### config.mk
export PLATFORM = sky130hd
export DESIGN_NAME = tx_fifo_ptr_ctrl
export DESIGN_NICKNAME = d
export VERILOG_FILES = /design/src/rtl/tx_fifo_ptr_ctrl.sv
export SDC_FILE = /design/constraint.sdc
export NUM_CORES = 1
export LEC_CHECK = 0
export BUFFER_PORTS_ARGS = -buffer_cell sky130_fd_sc_hd__buf_4
export CORE_UTILIZATION = 40
export CTS_BUF_LIST = sky130_fd_sc_hd__clkbuf_8
export DETAILED_ROUTE_END_ITERATION = 6
export GPL_TIMING_DRIVEN = 0
export PLACE_DENSITY = 0.71
export SYNTH_ARGS = -nofsm -noshare
export SYNTH_HDL_FRONTEND = slang
export SYNTH_SLANG_ARGS = --single-unit
### constraint.sdc
create_clock -name clk -period 5.2 [get_ports clk]
set_input_delay 0.26 -clock clk [delete_from_list [all_inputs] [get_ports clk]]
set_output_delay 0.26 -clock clk [all_outputs]
set_load 0.02 [all_outputs]
### src/rtl/tx_fifo_ptr_ctrl.sv
// Head/tail pointer controller for the TX buffer RAM.
// Any depth 2..256, wrap toggles, occupancy, status and sticky error flags.
module tx_fifo_ptr_ctrl #(
  parameter int DEPTH     = 6,
  parameter int PTR_W     = $clog2(DEPTH),
  parameter int CNT_W     = $clog2(DEPTH + 1),
  parameter int AF_THRESH = DEPTH - 1,
  parameter int AE_THRESH = 1
) (
  input  logic             clk,
  input  logic             rst,
  input  logic             clear,
  input  logic             tx_enq,
  input  logic             tx_deq,
  output logic             enq_ok,
  output logic             deq_ok,
  output logic [PTR_W-1:0] tail_ptr,
  output logic             tail_tog,
  output logic [PTR_W-1:0] head_ptr,
  output logic             head_tog,
  output logic [CNT_W-1:0] count,
  output logic             full,
  output logic             empty,
  output logic             almost_full,
  output logic             almost_empty,
  output logic             overflow,
  output logic             underflow
);

  localparam logic [PTR_W-1:0] P_LAST = PTR_W'(DEPTH - 1);
  localparam logic [PTR_W-1:0] P_ONE  = PTR_W'(1);
  localparam logic [CNT_W-1:0] C_ONE  = CNT_W'(1);
  localparam logic [CNT_W-1:0] C_AF   = CNT_W'(AF_THRESH);
  localparam logic [CNT_W-1:0] C_AE   = CNT_W'(AE_THRESH);

  logic ptr_eq;

  // Flags come only from registered state, never from the requests.
  assign ptr_eq       = (head_ptr == tail_ptr);
  assign empty        = ptr_eq & (head_tog == tail_tog);
  assign full         = ptr_eq & (head_tog != tail_tog);
  assign almost_full  = (count >= C_AF);
  assign almost_empty = (count <= C_AE);

  assign enq_ok = tx_enq & ~full & ~clear;
  assign deq_ok = tx_deq & ~empty & ~clear;

  always_ff @(posedge clk or posedge rst) begin
    if (rst) begin
      tail_ptr  <= '0;
      tail_tog  <= 1'b0;
      head_ptr  <= '0;
      head_tog  <= 1'b0;
      count     <= '0;
      overflow  <= 1'b0;
      underflow <= 1'b0;
    end else if (clear) begin
      tail_ptr  <= '0;
      tail_tog  <= 1'b0;
      head_ptr  <= '0;
      head_tog  <= 1'b0;
      count     <= '0;
      overflow  <= 1'b0;
      underflow <= 1'b0;
    end else begin
      if (enq_ok) begin
        if (tail_ptr == P_LAST) begin
          tail_ptr <= '0;
          tail_tog <= ~tail_tog;
        end else begin
          tail_ptr <= tail_ptr + P_ONE;
        end
      end
      if (deq_ok) begin
        if (head_ptr == P_LAST) begin
          head_ptr <= '0;
          head_tog <= ~head_tog;
        end else begin
          head_ptr <= head_ptr + P_ONE;
        end
      end
      unique case ({enq_ok, deq_ok})
        2'b10:   count <= count + C_ONE;
        2'b01:   count <= count - C_ONE;
        default: count <= count;
      endcase
      overflow  <= overflow | (tx_enq & full);
      underflow <= underflow | (tx_deq & empty);
    end
  end

endmodule

After elaboration in Yosys (flattened, before gate mapping)
Cells that the tools add are included.
W data, S select, Z words.
{ "word_totals": {"rom_bits": 0, "latchBits": 0, "ram_bits": 0, "inputBits": 5, "register_bits": 13, "mem_count": 0} }
{ "op_classes": {"bitwise_logic": 15, "n_reduce_logical": 7, "muxes": 16, "div": 0, "n_lt_le_gt_ge": 2, "eq_ne": 7, "n_addsub": 4, "multipliers": 0, "n_shift": 0} }
{ "ops": {"columns": ["cell", "count"], "rows": [
  ["$mux W3", 7],
  ["$add A3 B1 Y3 const B", 3],
  ["$and A1 B1 Y1", 8],
  ["$mux W1", 8],
  ["$reduce_bool A2 Y1", 4],
  ["$eq A3 B3 Y1 const B", 2],
  ["$pmux W3 S2", 1],
  ["$not A1 Y1", 5],
  ["$reduce_and A2 Y1", 2],
  ["$eq A3 B3 Y1", 1],
  ["$ge A3 B3 Y1 const B", 1],
  ["$le A3 B1 Y1 const B", 1],
  ["$reduce_bool A3 Y1", 1],
  ["$sub A3 B1 Y3 const B", 1],
  ["$eq A2 B1 Y1 const B", 1],
  ["$eq A2 B2 Y1 const B", 1],
  ["$or A1 B1 Y1", 2],
  ["$eq A1 B1 Y1", 1],
  ["$ne A1 B1 Y1", 1]
]} }

Longest topological paths before layout
{ "logic_depth": {"ltp_word": 8, "mapped_depth": 6, "depth_no_buf": 6} }

Worst setup path after synthesis
No wires, ideal clock.
{ "synth_timing": {"kind": "reg2reg", "startpoint": "register head_ptr[1]", "endpoint": "register count[0]", "path_slack_ps": 3229, "setup_time_ps": 128, "required_ps": 5072, "t_arrival_ps": 1843, "stages_incl_launch_ff": 6, "synth_period_minus_slack_ps": 1971, "path_buffers": 1, "path_cell_list": "dfrtp_1 -> xor2_1 -> o41ai_1 -> buf_6 -> xor2_2 -> mux2_1"} }
{ "synth_via": {"elab_chain_len": 8, "word_cells_on_any_way": 14, "classes_between": "eq/ne: 3; mux: 2; bitwise: 8; reduce/logical: 1"} }
{ "synth_lines": {"columns": ["item", "line_no", "rtl"], "rows": [
  ["from (decl)", "19", "output logic [PTR_W-1:0] head_ptr,"],
  ["from (signal assigned)", "79", "head_ptr <= head_ptr + P_ONE;"],
  ["$eq A3 B3 Y1 (*)", "39", "assign ptr_eq = (head_ptr == tail_ptr);"],
  ["$and A1 B1 Y1, on equally long branches", "40, 41", null],
  ["$not A1 Y1, on equally long branches", "46, 45", null],
  ["$and A1 B1 Y1, on equally long branches (2 in a row)", "46, 45", null],
  ["$eq A2 B1 Y1 or $eq A2 B2 Y1 (tied branches)", "82", "unique case ({enq_ok, deq_ok})"],
  ["$pmux W3 S2", "82", null],
  ["$mux W3", "57", "end else if (clear) begin"],
  ["to (signal assigned)", "83", "2'b10: count <= count + C_ONE;"],
  ["to (signal assigned)", "84", "2'b01: count <= count - C_ONE;"],
  ["to (signal assigned)", "85", "default: count <= count;"],
  ["to (decl)", "21", "output logic [CNT_W-1:0] count,"]
]} }
Mark *: on every way between the ends. The rest lies on a longest branch, timed or not.
A chain may end at the register's enable or synchronous reset.

Worst setup path in the final report
{ "layout_timing": {"startpoint": "register head_ptr[1]", "endpoint": "output port deq_ok"} }
{ "layout_via": {"elab_chain_len": 5} }
{ "layout_lines": {"columns": ["item", "line_no", "rtl"], "rows": [
  ["$eq A3 B3 Y1", "39", null],
  ["$and A1 B1 Y1", "40", "assign empty = ptr_eq & (head_tog == tail_tog);"],
  ["$not A1 Y1", "46", "assign deq_ok = tx_deq & ~empty & ~clear;"],
  ["$and A1 B1 Y1 (2 in a row)", "46", null],
  ["to (decl)", "16", "output logic deq_ok,"]
]} }
Every way passes these cells.

==> impl_results.md <==
* Final setup violation count at 0
* RSZ-0062 raised after global routing: false
* Placer Congestion at about 0.80
* Reg2Reg Launch Point: head_ptr[1]
* CTS tree: built
* I/O Buffers at 23
* Compound-gate portion of the synthesized area at 13.79%
* Worst VDD drop at ~0.00017 V
* Xor and xnor area share after synthesis at between 10% and 20%
* Max Fclk at about 460 MHz
* Signal arrival time at the worst endpoint at roughly 1900 ps
* Count of inserted antenna diode cells at 0
* GRT Total Usage at a little under a fifth
* Die area at roughly 2300 sq um
* Switching Fraction at 37.24%
* HPWL after DPL at about 1400 microns
* # fillers at just under 200
* Yosys warns at 0
* Net Switching at approximately 140 uW
* Post-synth EDFFs at 0
* Nets at 124
* Worst-path clk slew at approximately 50 ps
* Clock root buffer: clkbuf_8
* Outcome: completed
* Cell Area, Synth at between 800 and 900 sq um
* Final period utilization at between 40% and 50%
* Commonest cells in the netlist: dfrtp_1, nor2_1, inv_1, a21oi_1, xnor2_1
* Die height at around 48 microns
* Main combinational cell family by area after synthesis: simple AND/OR/NAND/NOR gates
* Avg Synthesized Cell Area at roughly 9.5 sq um
* Gate power share at between 40 and 50%
* Post-synthesis instance total at 88
* P_leak at 0.5157 nW
* CP Launch Type: flop
* Total power at 364.5 uW
* Global-route wire length before repair at 2829 microns
* Post-Synth Adder-Cell Area at between 4 and 5%
* Worst EP required at between 4000 and 5000 ps
* Crit path to: deq_ok
* Core Footprint at 1962 sq um
* Area Overhead vs Synth at 30.13%
* Number of global-route vias before repair at about 650
* R2r worst-path depth at 5
* Die span in x at about 48 microns
* Row count at 16
* Top cells by area, synth: dfrtp_1, xnor2_1, nor2_1, ha_1, a21oi_1
* First-pass DRT Iterations at 4
* ANT nets after route at 0
* Area of the multi-input gates at 452.9 sq um
* H-tree Lvls at 1
* # IOs at 24
* Finished Core Util at a little under three fifths
* FF-to-FF End: count[0]
* Fin. Hold Viols at 0
* Post-CTS setup buffers at 0
* Worst-Margin Slew at 534.9 ps
* Top cell type's share of synthesized area at approximately 39%
* Vias at a little over 700
* Layout cells sized above 1 at between 20% and 30%
* Period minus WS final at around 2200 ps
* Crit. Startpoint: head_ptr[1]
* Syn_nets at 96
* Worst skew pair latency at 240 ps
* Seq pwr share at about a third
* Largest area contributor in the netlist: dfrtp_1
* Synth Area in Simple Gates at between 10% and 20%
* DR WL/cell at roughly 13 microns
* Post-CTS sizing at 0
* Clock Skew at ~0.66 ps
* Hold Buf Count CTS at 0
* Clock Power Share at 23.9%
* PD cells at around 340 nW/um^2
* Vias/cell at between 5 and 6
* #FFs+latches synth at 13
* Grt total ovfl at 0
* Total CTS buffers at 3
* Routed WL at about 1800 microns
* Antenna violations before repair at 0
* Synth unique cells at 25
* Clk buf depth at 2
* Worst Setup End Kind: output pin
* Drt drc at 0
* Drt initial violations at 12
* Count leader, synth: dfrtp_1
* Setup slack, reg-to-reg at 3100 ps
* Top_reg_cell synth: dfrtp_1
* Max_slew headroom at around 64%
* CTS sink count at 13
* Pint at ~230 uW
* Setup TNS at 0 ps
* CP Max Fanout at 10
* Sequential cell area at about 330 sq um
* Maxcap violations at 0
* Largest net degree at the start of global routing at 14
* Hold Path Class: primary input to async pin
* Fraction of registers with async set/reset at between 90% and 100%
* Sequential share of the synthesized area at 38.98%
* Post-synthesis mux area share at 5.397%
* Fin. max-slew vios at 0
* Kind of critical path: flop to output pin
* Starting density of the core at a little over two fifths
## power by group through the flow
stage / clock network [mW] / registers (mW) / logic [mW]
5_1_grt: 0.0961 / 0.131 / 0.165
4_1_cts: 0.0904 / 0.129 / 0.150
6_report: 0.0872 / 0.129 / 0.149
2_1_floorplan: 0 / 0.141 / 0.0840
3_3_place_gp: 0 / 0.129 / 0.145
3_5_place_dp: 0 / 0.130 / 0.149
## cells in the final DEF, fill, tap and decap left out, drive strengths merged, types with 3 or more instances in the layout
cell    synthesis  routed
buf             2      25
nor2           12      12
xnor2           6       6
a21oi           7       7
dfrtp          13      13
clkbuf          2       5
o21ai           4       4
mux2            4       4
ha              3       3
nor4            3       3
inv             8       9
nor2b           3       3
or4b            3       3
xor2            5       5
or4             3       3
## state kept, by name (all words and copies together) (netlist names)
name and flops:
tail_ptr 3, overflow 1, head_ptr 3, underflow 1, count 3, tail_tog 1, head_tog 1
## metal layers
layer	routed length, microns	track usage, %	share of wire, %
met1	872	24.14	47
met2	904	28.49	49
met3	56	3.396	3.0
met4	13	8.333	0.70
met5	0	0	0
## critical path: stages, from the launching register on
cell     delay [ps]
dfrtp_1         460
xor2_1          230
o41ai_1         560
buf_6           220
nor2_1           50
buf_4           170
## final cells by class
class                   count  share of cell area, %
multi-input cells          63                  41.71
flip-flops and latches     13                  29.95
repair buffers             23                  15.90
clock buffers               3                  3.802
well taps                  27                  3.111
inverters                   8                  2.765
plain buffers               4                  2.419
clock inverters             1                 0.3456
## through the flow
stage                     cells  instance area (sq um)  setup WS, ps  hold slack, ps
after detailed placement    138                   1041          3122           334.1
final                       142                   1086          3008           60.26
after global routing        142                   1086          2846           105.5
after global placement      138                   1041          3194           324.7
after CTS                   142                   1086          3008           74.31
after floorplan              88                  834.6          3229           137.0
## cells by family after synthesis
logic type | after synthesis
compound gates | 18
xor+xnor | 11
fa+ha+maj | 3
buf+inv | 12
flops | 13
simple gates | 27
mux | 4
## worst min-delay path by stage
stage	to	slack [ps]	depth (start not counted)
after floorplan	count[0]	140	1
after global placement	head_ptr[2]	320	2
after detailed placement	head_tog	330	2
after CTS	head_tog	70	2
after global routing	head_ptr[2]	110	2
final	head_ptr[2]	60	2
Note: power is estimated with default switching activity, not from simulation.
